[src/rtl/ram_2port_arbiter_if.sv]
// Bus bundle for ram_2port_arbiter: both client request/response channels
// plus the RAM write/read port signals. Signal names keep their original
// direction prefixes as seen from the arbiter.
interface ram_2port_arbiter_if #(
    parameter int WIDTH = 16,
    parameter int DEPTH = 256
);
    localparam int AW = $clog2(DEPTH);

    // Client A
    logic             i_a_req;
    logic             i_a_we;
    logic [AW-1:0]    i_a_addr;
    logic [WIDTH-1:0] i_a_wdata;
    logic             o_a_gnt;
    logic             o_a_rd_dv;
    logic [WIDTH-1:0] o_a_rd_data;

    // Client B
    logic             i_b_req;
    logic             i_b_we;
    logic [AW-1:0]    i_b_addr;
    logic [WIDTH-1:0] i_b_wdata;
    logic             o_b_gnt;
    logic             o_b_rd_dv;
    logic [WIDTH-1:0] o_b_rd_data;

    // RAM side
    logic [AW-1:0]    o_wr_addr;
    logic             o_wr_dv;
    logic [WIDTH-1:0] o_wr_data;
    logic [AW-1:0]    o_rd_addr;
    logic             o_rd_en;
    logic             i_rd_dv;
    logic [WIDTH-1:0] i_rd_data;

    // Arbiter side
    modport slave (
        input  i_a_req, i_a_we, i_a_addr, i_a_wdata,
        output o_a_gnt, o_a_rd_dv, o_a_rd_data,
        input  i_b_req, i_b_we, i_b_addr, i_b_wdata,
        output o_b_gnt, o_b_rd_dv, o_b_rd_data,
        output o_wr_addr, o_wr_dv, o_wr_data,
        output o_rd_addr, o_rd_en,
        input  i_rd_dv, i_rd_data
    );

    // Client/RAM-model side
    modport master (
        output i_a_req, i_a_we, i_a_addr, i_a_wdata,
        input  o_a_gnt, o_a_rd_dv, o_a_rd_data,
        output i_b_req, i_b_we, i_b_addr, i_b_wdata,
        input  o_b_gnt, o_b_rd_dv, o_b_rd_data,
        input  o_wr_addr, o_wr_dv, o_wr_data,
        input  o_rd_addr, o_rd_en,
        output i_rd_dv, i_rd_data
    );
endinterface

[src/rtl/ram_2port_arbiter.sv]
// Two-client arbiter in front of a dual-port (1W/1R) RAM. Write and read
// ports are arbitrated independently with separate round-robin pointers;
// reads are tagged with the issuing client and the returned data is routed
// back to that client three cycles after the grant.
module ram_2port_arbiter #(
    parameter int WIDTH = 16,
    parameter int DEPTH = 256
) (
    input  logic                 i_clk,
    input  logic                 i_rst,
    ram_2port_arbiter_if.slave   bus
);
    localparam int AW = $clog2(DEPTH);

    typedef enum logic {
        CLI_A = 1'b0,
        CLI_B = 1'b1
    } client_t;

    // Round-robin pointers
    client_t          r_wr_pri;
    client_t          r_rd_pri;

    // RAM port registers
    logic [AW-1:0]    r_wr_addr;
    logic             r_wr_dv;
    logic [WIDTH-1:0] r_wr_data;
    logic [AW-1:0]    r_rd_addr;
    logic             r_rd_en;

    // Read tag pipeline: stage 1 aligned with o_rd_en, stage 2 with i_rd_dv
    logic             r_tag1_v;
    client_t          r_tag1_id;
    logic             r_tag2_v;
    client_t          r_tag2_id;

    // Client read return registers
    logic             r_a_rd_dv;
    logic [WIDTH-1:0] r_a_rd_data;
    logic             r_b_rd_dv;
    logic [WIDTH-1:0] r_b_rd_data;

    // Request classification
    logic             w_a_wr_cand;
    logic             w_b_wr_cand;
    logic             w_a_rd_cand;
    logic             w_b_rd_cand;

    // Arbitration results
    logic             w_wr_gnt_a;
    logic             w_wr_gnt_b;
    logic             w_wr_go;
    logic [AW-1:0]    w_wr_addr;
    logic [WIDTH-1:0] w_wr_data;
    logic             w_rd_sel_a;
    logic             w_rd_sel_b;
    logic [AW-1:0]    w_rd_addr;
    logic             w_hazard;
    logic             w_rd_gnt_a;
    logic             w_rd_gnt_b;
    logic             w_rd_go;

    // Classify pending requests into write and read candidates
    always_comb begin
        w_a_wr_cand = bus.i_a_req &  bus.i_a_we;
        w_b_wr_cand = bus.i_b_req &  bus.i_b_we;
        w_a_rd_cand = bus.i_a_req & ~bus.i_a_we;
        w_b_rd_cand = bus.i_b_req & ~bus.i_b_we;
    end

    // Write-port round-robin arbitration; grants suppressed during reset
    always_comb begin
        w_wr_gnt_a = ~i_rst & w_a_wr_cand & (~w_b_wr_cand | (r_wr_pri == CLI_A));
        w_wr_gnt_b = ~i_rst & w_b_wr_cand & (~w_a_wr_cand | (r_wr_pri == CLI_B));
        w_wr_go    = w_wr_gnt_a | w_wr_gnt_b;
        w_wr_addr  = w_wr_gnt_b ? bus.i_b_addr  : bus.i_a_addr;
        w_wr_data  = w_wr_gnt_b ? bus.i_b_wdata : bus.i_a_wdata;
    end

    // Read-port arbitration; a read colliding with a same-cycle write to the
    // same address is held back so the later read observes the new data
    always_comb begin
        w_rd_sel_a = ~i_rst & w_a_rd_cand & (~w_b_rd_cand | (r_rd_pri == CLI_A));
        w_rd_sel_b = ~i_rst & w_b_rd_cand & (~w_a_rd_cand | (r_rd_pri == CLI_B));
        w_rd_addr  = w_rd_sel_b ? bus.i_b_addr : bus.i_a_addr;
        w_hazard   = w_wr_go & (w_rd_sel_a | w_rd_sel_b) & (w_wr_addr == w_rd_addr);
        w_rd_gnt_a = w_rd_sel_a & ~w_hazard;
        w_rd_gnt_b = w_rd_sel_b & ~w_hazard;
        w_rd_go    = w_rd_gnt_a | w_rd_gnt_b;
    end

    // Each client has one request, so it can hold at most one port grant
    assign bus.o_a_gnt = w_wr_gnt_a | w_rd_gnt_a;
    assign bus.o_b_gnt = w_wr_gnt_b | w_rd_gnt_b;

    // Round-robin pointers move to the other client after each grant on their port
    always_ff @(posedge i_clk or posedge i_rst) begin
        if (i_rst) begin
            r_wr_pri <= CLI_A;
            r_rd_pri <= CLI_A;
        end else begin
            if (w_wr_go) begin
                r_wr_pri <= w_wr_gnt_a ? CLI_B : CLI_A;
            end
            if (w_rd_go) begin
                r_rd_pri <= w_rd_gnt_a ? CLI_B : CLI_A;
            end
        end
    end

    // RAM write port: strobe for one cycle per grant, address/data hold otherwise
    always_ff @(posedge i_clk or posedge i_rst) begin
        if (i_rst) begin
            r_wr_dv   <= 1'b0;
            r_wr_addr <= '0;
            r_wr_data <= '0;
        end else begin
            r_wr_dv <= w_wr_go;
            if (w_wr_go) begin
                r_wr_addr <= w_wr_addr;
                r_wr_data <= w_wr_data;
            end
        end
    end

    // RAM read port: enable for one cycle per grant, address holds otherwise
    always_ff @(posedge i_clk or posedge i_rst) begin
        if (i_rst) begin
            r_rd_en   <= 1'b0;
            r_rd_addr <= '0;
        end else begin
            r_rd_en <= w_rd_go;
            if (w_rd_go) begin
                r_rd_addr <= w_rd_addr;
            end
        end
    end

    // Tag pipeline follows each read from issue to RAM return; reset drops in-flight reads
    always_ff @(posedge i_clk or posedge i_rst) begin
        if (i_rst) begin
            r_tag1_v  <= 1'b0;
            r_tag1_id <= CLI_A;
            r_tag2_v  <= 1'b0;
            r_tag2_id <= CLI_A;
        end else begin
            r_tag1_v  <= w_rd_go;
            r_tag1_id <= w_rd_gnt_b ? CLI_B : CLI_A;
            r_tag2_v  <= r_tag1_v;
            r_tag2_id <= r_tag1_id;
        end
    end

    // Route returned read data to the tagged client; untagged returns are ignored
    always_ff @(posedge i_clk or posedge i_rst) begin
        if (i_rst) begin
            r_a_rd_dv   <= 1'b0;
            r_a_rd_data <= '0;
            r_b_rd_dv   <= 1'b0;
            r_b_rd_data <= '0;
        end else begin
            r_a_rd_dv <= 1'b0;
            r_b_rd_dv <= 1'b0;
            if (bus.i_rd_dv && r_tag2_v) begin
                if (r_tag2_id == CLI_A) begin
                    r_a_rd_dv   <= 1'b1;
                    r_a_rd_data <= bus.i_rd_data;
                end else begin
                    r_b_rd_dv   <= 1'b1;
                    r_b_rd_data <= bus.i_rd_data;
                end
            end
        end
    end

    assign bus.o_wr_addr   = r_wr_addr;
    assign bus.o_wr_dv     = r_wr_dv;
    assign bus.o_wr_data   = r_wr_data;
    assign bus.o_rd_addr   = r_rd_addr;
    assign bus.o_rd_en     = r_rd_en;
    assign bus.o_a_rd_dv   = r_a_rd_dv;
    assign bus.o_a_rd_data = r_a_rd_data;
    assign bus.o_b_rd_dv   = r_b_rd_dv;
    assign bus.o_b_rd_data = r_b_rd_data;

endmodule
[src/flat_wrapper.sv]
// flat-port wrapper written by rule: the top's interface ports become plain ports
module ram_2port_arbiter_flat 
#(
    parameter int WIDTH = 16,
    parameter int DEPTH = 256
)
  (i_clk, i_rst, bus_i_a_req, bus_i_a_we, bus_i_a_addr, bus_i_a_wdata, bus_o_a_gnt, bus_o_a_rd_dv, bus_o_a_rd_data, bus_i_b_req, bus_i_b_we, bus_i_b_addr, bus_i_b_wdata, bus_o_b_gnt, bus_o_b_rd_dv, bus_o_b_rd_data, bus_o_wr_addr, bus_o_wr_dv, bus_o_wr_data, bus_o_rd_addr, bus_o_rd_en, bus_i_rd_dv, bus_i_rd_data);
  ram_2port_arbiter_if #(.WIDTH(WIDTH), .DEPTH(DEPTH)) bus_i ();
  input  logic i_clk;
  input  logic i_rst;
  input wire logic [$bits(bus_i.i_a_req)-1:0] bus_i_a_req;
  input wire logic [$bits(bus_i.i_a_we)-1:0] bus_i_a_we;
  input wire logic [$bits(bus_i.i_a_addr)-1:0] bus_i_a_addr;
  input wire logic [$bits(bus_i.i_a_wdata)-1:0] bus_i_a_wdata;
  output wire logic [$bits(bus_i.o_a_gnt)-1:0] bus_o_a_gnt;
  output wire logic [$bits(bus_i.o_a_rd_dv)-1:0] bus_o_a_rd_dv;
  output wire logic [$bits(bus_i.o_a_rd_data)-1:0] bus_o_a_rd_data;
  input wire logic [$bits(bus_i.i_b_req)-1:0] bus_i_b_req;
  input wire logic [$bits(bus_i.i_b_we)-1:0] bus_i_b_we;
  input wire logic [$bits(bus_i.i_b_addr)-1:0] bus_i_b_addr;
  input wire logic [$bits(bus_i.i_b_wdata)-1:0] bus_i_b_wdata;
  output wire logic [$bits(bus_i.o_b_gnt)-1:0] bus_o_b_gnt;
  output wire logic [$bits(bus_i.o_b_rd_dv)-1:0] bus_o_b_rd_dv;
  output wire logic [$bits(bus_i.o_b_rd_data)-1:0] bus_o_b_rd_data;
  output wire logic [$bits(bus_i.o_wr_addr)-1:0] bus_o_wr_addr;
  output wire logic [$bits(bus_i.o_wr_dv)-1:0] bus_o_wr_dv;
  output wire logic [$bits(bus_i.o_wr_data)-1:0] bus_o_wr_data;
  output wire logic [$bits(bus_i.o_rd_addr)-1:0] bus_o_rd_addr;
  output wire logic [$bits(bus_i.o_rd_en)-1:0] bus_o_rd_en;
  input wire logic [$bits(bus_i.i_rd_dv)-1:0] bus_i_rd_dv;
  input wire logic [$bits(bus_i.i_rd_data)-1:0] bus_i_rd_data;
  assign bus_i.i_a_req = bus_i_a_req;
  assign bus_i.i_a_we = bus_i_a_we;
  assign bus_i.i_a_addr = bus_i_a_addr;
  assign bus_i.i_a_wdata = bus_i_a_wdata;
  assign bus_o_a_gnt = bus_i.o_a_gnt;
  assign bus_o_a_rd_dv = bus_i.o_a_rd_dv;
  assign bus_o_a_rd_data = bus_i.o_a_rd_data;
  assign bus_i.i_b_req = bus_i_b_req;
  assign bus_i.i_b_we = bus_i_b_we;
  assign bus_i.i_b_addr = bus_i_b_addr;
  assign bus_i.i_b_wdata = bus_i_b_wdata;
  assign bus_o_b_gnt = bus_i.o_b_gnt;
  assign bus_o_b_rd_dv = bus_i.o_b_rd_dv;
  assign bus_o_b_rd_data = bus_i.o_b_rd_data;
  assign bus_o_wr_addr = bus_i.o_wr_addr;
  assign bus_o_wr_dv = bus_i.o_wr_dv;
  assign bus_o_wr_data = bus_i.o_wr_data;
  assign bus_o_rd_addr = bus_i.o_rd_addr;
  assign bus_o_rd_en = bus_i.o_rd_en;
  assign bus_i.i_rd_dv = bus_i_rd_dv;
  assign bus_i.i_rd_data = bus_i_rd_data;
  ram_2port_arbiter #(.WIDTH(WIDTH), .DEPTH(DEPTH)) u_core (.i_clk(i_clk), .i_rst(i_rst), .bus(bus_i));
endmodule
[config.mk]
export PLATFORM = sky130hd
export DESIGN_NAME = ram_2port_arbiter_flat
export DESIGN_NICKNAME = d
export VERILOG_FILES = /design/src/rtl/ram_2port_arbiter_if.sv /design/src/rtl/ram_2port_arbiter.sv /design/src/flat_wrapper.sv
export SDC_FILE = /design/constraint.sdc
export NUM_CORES = 1
export LEC_CHECK = 0
export ABC_CLOCK_PERIOD_IN_PS = 5400
export CORE_AREA = 2 2 98 100
export CTS_BUF_LIST = sky130_fd_sc_hd__clkbuf_4
export DETAILED_ROUTE_END_ITERATION = 16
export DIE_AREA = 0 0 100 102
export PLACE_DENSITY_LB_ADDON = 0.05
export SYNTH_ARGS = -nofsm -noshare
export SYNTH_HDL_FRONTEND = slang
export SYNTH_SLANG_ARGS = --single-unit
[constraint.sdc]
create_clock -name i_clk -period 5.4 [get_ports i_clk]
set_clock_uncertainty 0.1 [all_clocks]
set_input_delay 1.08 -clock i_clk [delete_from_list [all_inputs] [get_ports i_clk]]
set_output_delay 1.08 -clock i_clk [all_outputs]
set_load 0.02 [all_outputs]
After elaboration in Yosys (flattened, before gate mapping) --
Cells that the tools add are included.
Word-level totals: register bits 73, output and inout bits 70, logic and storage cells 64
Operators by class: equal/unequal tests 1, mux-type cells 10, bitwise gates (word level) 36, reduce and logical (&&, ||, !) cells 3
Operators by type and width (count):
- bitwise AND 1 bit | 16
- 2-to-1 mux 16 bit | 1
- 2-to-1 mux 8 bit | 2
- inverter 1 bit | 11
- bitwise OR 1 bit | 9
- == test 8 bit | 1
- 2-to-1 mux 1 bit | 7
- AND reduction 2 bit | 2
- logical AND 1 bit | 1

Longest topological paths before layout --
word-level depth 11, gate-level depth with buffers 6, mapped depth without buffers 5

Worst setup path before layout --
Ideal clock, no wire load.
path kind input -> output, start input bus_i_b_we, end output bus_o_b_gnt, data arrival time 2021 ps, path slack 2199 ps, stages 4, cells stage by stage nand2b_1 nor3_4 inv_1 o21ai_1
On the way: longest elaborated chain between the ends 11, elaborated cells between the ends (all ways) 23, those cells by class eq/ne (1); mux (2); bitwise (20)
Ends and longest elaborated chain:
- start, declared | line flat_wrapper.sv:19 | input wire logic [$bits(bus_i.i_b_we)-1:0] bus_i_b_we;
- branches (longest 10 deep; another with 2-to-1 mux 8 bit)
- bitwise OR 1 bit (*) | line ram_2port_arbiter.sv:94 | assign bus.o_b_gnt = w_wr_gnt_b | w_rd_gnt_b;
- end, declared | line flat_wrapper.sv:22 | output wire logic [$bits(bus_i.o_b_gnt)-1:0] bus_o_b_gnt;
Every way passes the cells marked *.

Final worst setup path --
start input i_rst, end output bus_o_a_gnt
On the way: longest elaborated chain between the ends 9, elaborated cells between the ends (all ways) 19, those cells by class eq/ne (1); mux (2); bitwise (16)
Ends and longest elaborated chain:
- start, declared | line flat_wrapper.sv:10 | input logic i_rst;
- inverter 1 bit (*)
- bitwise AND 1 bit (on tied branches) (2 in a row)
- 2-to-1 mux 8 bit, or another cell as far along | line ram_2port_arbiter.sv:76 | w_wr_addr = w_wr_gnt_b ? bus.i_b_addr : bus.i_a_addr;
- == test 8 bit / bitwise AND 1 bit (equally long branches) | line ram_2port_arbiter.sv:86 | w_hazard = w_wr_go & (w_rd_sel_a | w_rd_sel_b) & (w_wr_addr == w_rd_addr);
- bitwise AND 1 bit | line ram_2port_arbiter.sv:86
- inverter 1 bit | line ram_2port_arbiter.sv:87 | w_rd_gnt_a = w_rd_sel_a & ~w_hazard;
- bitwise AND 1 bit | line ram_2port_arbiter.sv:87
- bitwise OR 1 bit (*) | line ram_2port_arbiter.sv:93 | assign bus.o_a_gnt = w_wr_gnt_a | w_rd_gnt_a;
- end, declared | line flat_wrapper.sv:15 | output wire logic [$bits(bus_i.o_a_gnt)-1:0] bus_o_a_gnt;
Every way passes the cells marked *; elsewhere a longest branch is shown, timed or not.

==> results.txt <==
----------------------------------------------------
[Critical path]
  Cell seen most often among critical-path stages ... sky130_fd_sc_hd__clkdlybuf4s50_1
  Crit start category ... input port
  Master of the slowest instance on the critical path ... sky130_fd_sc_hd__clkdlybuf4s50_1
  Critical Path RT ... 4.22 ns
  Buf+Inv Stages, Crit Path ... 2
  Longest individual stage delay on the worst path ... 0.70 ns
  Category of cells accounting for the largest share of critical-path delay ... buffers and inverters
  Ordered list of cells on the worst path ... clkdlybuf4s50_1 > a311o_1 > a21bo_2 > clkdlybuf4s50_1
  Critical path arrival ... 3.25 ns
  Critical-path maximum fanout ... 18
  Setup crit end kind ... primary output
  Worst Path Class, Setup ... input port to primary output

[CTS]
  H-Tree Level Count ... 3
  TritonCTS buffer count ... 9
  Latest clock arrival within the worst-skew pair ... 0.39 ns
  Hold buffers post-CTS ... 0
  Clock Path Buffers ... 2
  Resize count post-CTS ... 0
  Clock root cell ... sky130_fd_sc_hd__clkbuf_4
  CTS clk-pin slew, worst paths ... 0.11 ns
  Post-CTS Setup Repair Bufs ... 0
  Clk sink count ... 73
  CTS tree ... done

[Synth]
  Synth Register Bits ... 73
  Netlist Area Pre-Place ... 3110 µm²
  Part of the Yosys area used for sequential elements ... 58.8%
  Number of warning messages in the yosys log ... 0
  Largest area contributor in the netlist ... sky130_fd_sc_hd__dfrtp_1
  Count of flip-flops with a built-in enable after synthesis ... 0
  Post-Syn Nets ... 352
  Leading post-synthesis cells by instance count ... sky130_fd_sc_hd__dfrtp_1, sky130_fd_sc_hd__nand2_1, sky130_fd_sc_hd__nor2_1
  Synth area leaders ... sky130_fd_sc_hd__dfrtp_1, sky130_fd_sc_hd__mux2_2, sky130_fd_sc_hd__nand2_1, sky130_fd_sc_hd__nor2_1, sky130_fd_sc_hd__mux2_4
  Share of Yosys cell area claimed by the top area cell type ... 58.8%
  Share of async-settable or async-resettable flops after synthesis ... 100%
  Instance count of the mapped netlist ... 281
  Count of cell types in the netlist ... 30
  Syn avg cell area ... 11.1 µm²
  Library cell with the highest instance count after synthesis ... sky130_fd_sc_hd__dfrtp_1
  Main flop type after synthesis ... sky130_fd_sc_hd__dfrtp_1

[Global routing]
  Maximum number of pins on one net before global-route repair ... 44
  All-Layer GR Usage ... 16.3%
  First-pass GRT wire length ... 12.9 mm
  Vias in the first global route ... 2638
  Antenna violations before repair ... 0
  Total global routing overflow ... 0

[Outcome]
  Result of the run ... completed

[Flow run]
  Max-cap violations ... 0

[Floorplan]
  Cell row count ... 35
  Floorplan Core Area ... 9110 µm²
  Width of the die ... 100 µm
  Die Outline Area ... 10200 µm²
  DIE HEIGHT ... 102 µm
  IO Count ... 141
  Effective utilization at floorplan ... 34.1%

[Power]
  Max VDD drop ... 0.123 mV
  Power per unit of standard cell area ... 316 nW/µm²
  Static Leakage ... 2.12 nW

[Placed design]
  Count of input and output buffers ... 140
  Area after detailed placement ... 4620 µm²
  Total half-perimeter wirelength after legalization and detailed placement ... 5.84 mm
  Routability-driven placement congestion ratio ... 0.762

[Timing]
  Transition time at the pin with the least slew margin ... 0.877 ns
  Slew margin rel. ... 41.3%
  Share of the cycle needed by the critical path after routing ... 82.0%
  Fin. max-slew vios ... 0
  RSZ-0062 raised after global routing ... no
  Final hold violation count ... 0
  Highest clock frequency the design can meet ... 226 MHz
  Setup TNS ... 0 ns
  Final critical path time including I/O delays and setup ... 4.43 ns
  Setup violations, final ... 0

[Drt]
  Final WL ... 7.92 mm
  Average wire per standard cell ... 14.7 µm
  Total number of vias ... 2502
  Ratio of routed vias to standard cells ... 4.65
  DRT antenna net count ... 0
  DR pass1 iterations ... 4
  Detailed router's first-iteration violation count ... 50
  Post-route DRC ... 0

[Cells and area]
  Number of diodes added for antenna fixing ... 0
  Layout overhead on the synthesized area ... 52.0%
  Nets@finish ... 494
  Cell area after layout ... 4720 µm²
  Share of post-route cells with drive strength above 1 ... 12.9%

[Hold path]
  Path class of the lowest-slack min-delay path ... flip-flop to flip-flop

----------------------------------------------------
worst reg2reg max path: stages, from the launching register on:
cell and delay [ns]:
sky130_fd_sc_hd__dfrtp_1 0.40, sky130_fd_sc_hd__nand3b_1 0.52, sky130_fd_sc_hd__clkinv_1 0.66, sky130_fd_sc_hd__nand2_1 0.22, sky130_fd_sc_hd__nand2_1 0.07
layer usage:
metal	track usage, %	vias to the layer above	part of all wire [%]
li1	-	1236	-
met1	20.1	1174	43
met2	27.4	80	49
met3	4.31	12	6.0
met4	6.64	0	1.7
met5	0	-	0
final cells by class:
type,instances,area [µm²]
well taps,111,139
flip-flops and latches,73,1830
clock buffers,9,67.6
repair buffers,143,1420
clock inverters,6,36.3
multi-input cells,191,1210
inverters,5,20.0
fillers,864,4380
sequential cells by signal, indices dropped and copies added, names as in the netlist, 8 cells and up:
name,count
u_core.bus.o_wr_data,16
u_core.bus.o_b_rd_data,16
u_core.bus.o_a_rd_data,16
u_core.bus.o_rd_addr,8
u_core.bus.o_wr_addr,8
final timing paths:
| kind | start | endpoint | cells past startpoint | slack [ns] |
|---|---|---|---|---|
| setup / recovery | i_rst | bus_o_a_gnt | 4 | 0.97 |
| setup reg to reg | u_core.r_tag2_v | u_core.bus.o_a_rd_data[14] | 4 | 3.32 |
| max in group asynchronous | i_rst | u_core.bus.o_wr_addr[4] | 3 | 3.04 |
| hold reg to reg | u_core.r_tag1_id | u_core.r_tag2_id | 0 | 0.27 |
| min in group asynchronous | i_rst | u_core.r_rd_pri | 2 | 1.29 |
| hold / removal | u_core.r_tag1_id | u_core.r_tag2_id | 0 | 0.27 |
cells by family (layout without fill, tap and decap cells):
group / Yosys count / after routing / synth area share [%]
mux: 40 / 40 / 15.1
xor+xnor: 9 / 9 / 2.54
compound gates: 33 / 33 / 6.80
flops: 73 / 73 / 58.8
buf+inv: 17 / 163 / 2.37
simple gates: 109 / 109 / 14.4
power by group:
part	total, W	internal [W]	switching, W
Combinational	0.000526	0.000275	0.000251
Clock	0.000278	0.0000888	0.000189
Sequential	0.000690	0.000641	0.0000486
layout by cell type (no fill, tap or decap):
cell                              netlist  routed
sky130_fd_sc_hd__nor3_1                 1       1
sky130_fd_sc_hd__nor4_1                 2       2
sky130_fd_sc_hd__xnor2_1                1       1
sky130_fd_sc_hd__nand2b_1               2       2
sky130_fd_sc_hd__o21ai_0                1       1
sky130_fd_sc_hd__a21oi_1                9       8
sky130_fd_sc_hd__mux2_4                 8       8
sky130_fd_sc_hd__o21ai_1                1       1
sky130_fd_sc_hd__nand3_1                1       1
sky130_fd_sc_hd__nor2_1                47      47
sky130_fd_sc_hd__nand2_1               52      52
sky130_fd_sc_hd__clkinv_2               0       3
sky130_fd_sc_hd__nand3b_1               2       2
sky130_fd_sc_hd__clkinvlp_4             0       3
sky130_fd_sc_hd__o22ai_1               16      16
sky130_fd_sc_hd__and4_1                 1       1
sky130_fd_sc_hd__mux2i_1                8       8
sky130_fd_sc_hd__a41o_1                 1       1
sky130_fd_sc_hd__a21oi_2                0       1
sky130_fd_sc_hd__clkdlybuf4s50_1        0     140
sky130_fd_sc_hd__clkbuf_4               0       9
sky130_fd_sc_hd__buf_4                  0       3
sky130_fd_sc_hd__nor3_4                 1       1
sky130_fd_sc_hd__a311o_1                1       1
sky130_fd_sc_hd__o22a_2                 1       1
sky130_fd_sc_hd__a21bo_2                1       1
sky130_fd_sc_hd__a21o_1                 1       1
sky130_fd_sc_hd__o21ai_2                1       1
sky130_fd_sc_hd__clkinv_1               1       2
sky130_fd_sc_hd__dfrtp_1               73      73
sky130_fd_sc_hd__xor2_1                 8       8
sky130_fd_sc_hd__mux2_2                24      24
sky130_fd_sc_hd__inv_1                  4       3
metrics by stage:
step	hold slack, ns	worst slack (ns)	power [W]	instances	util (%)
final	0.268	0.971	0.00149	538	51.9
after global routing	0.289	0.838	0.00159	538	51.9
after CTS	0.277	0.930	0.00152	538	51.9
after detailed placement	0.246	0.934	0.00123	523	50.7
after global placement	0.238	0.927	0.00123	523	50.7
after floorplan	0.231	2.19	0.000949	281	-
(Power assumes the default switching activity.)
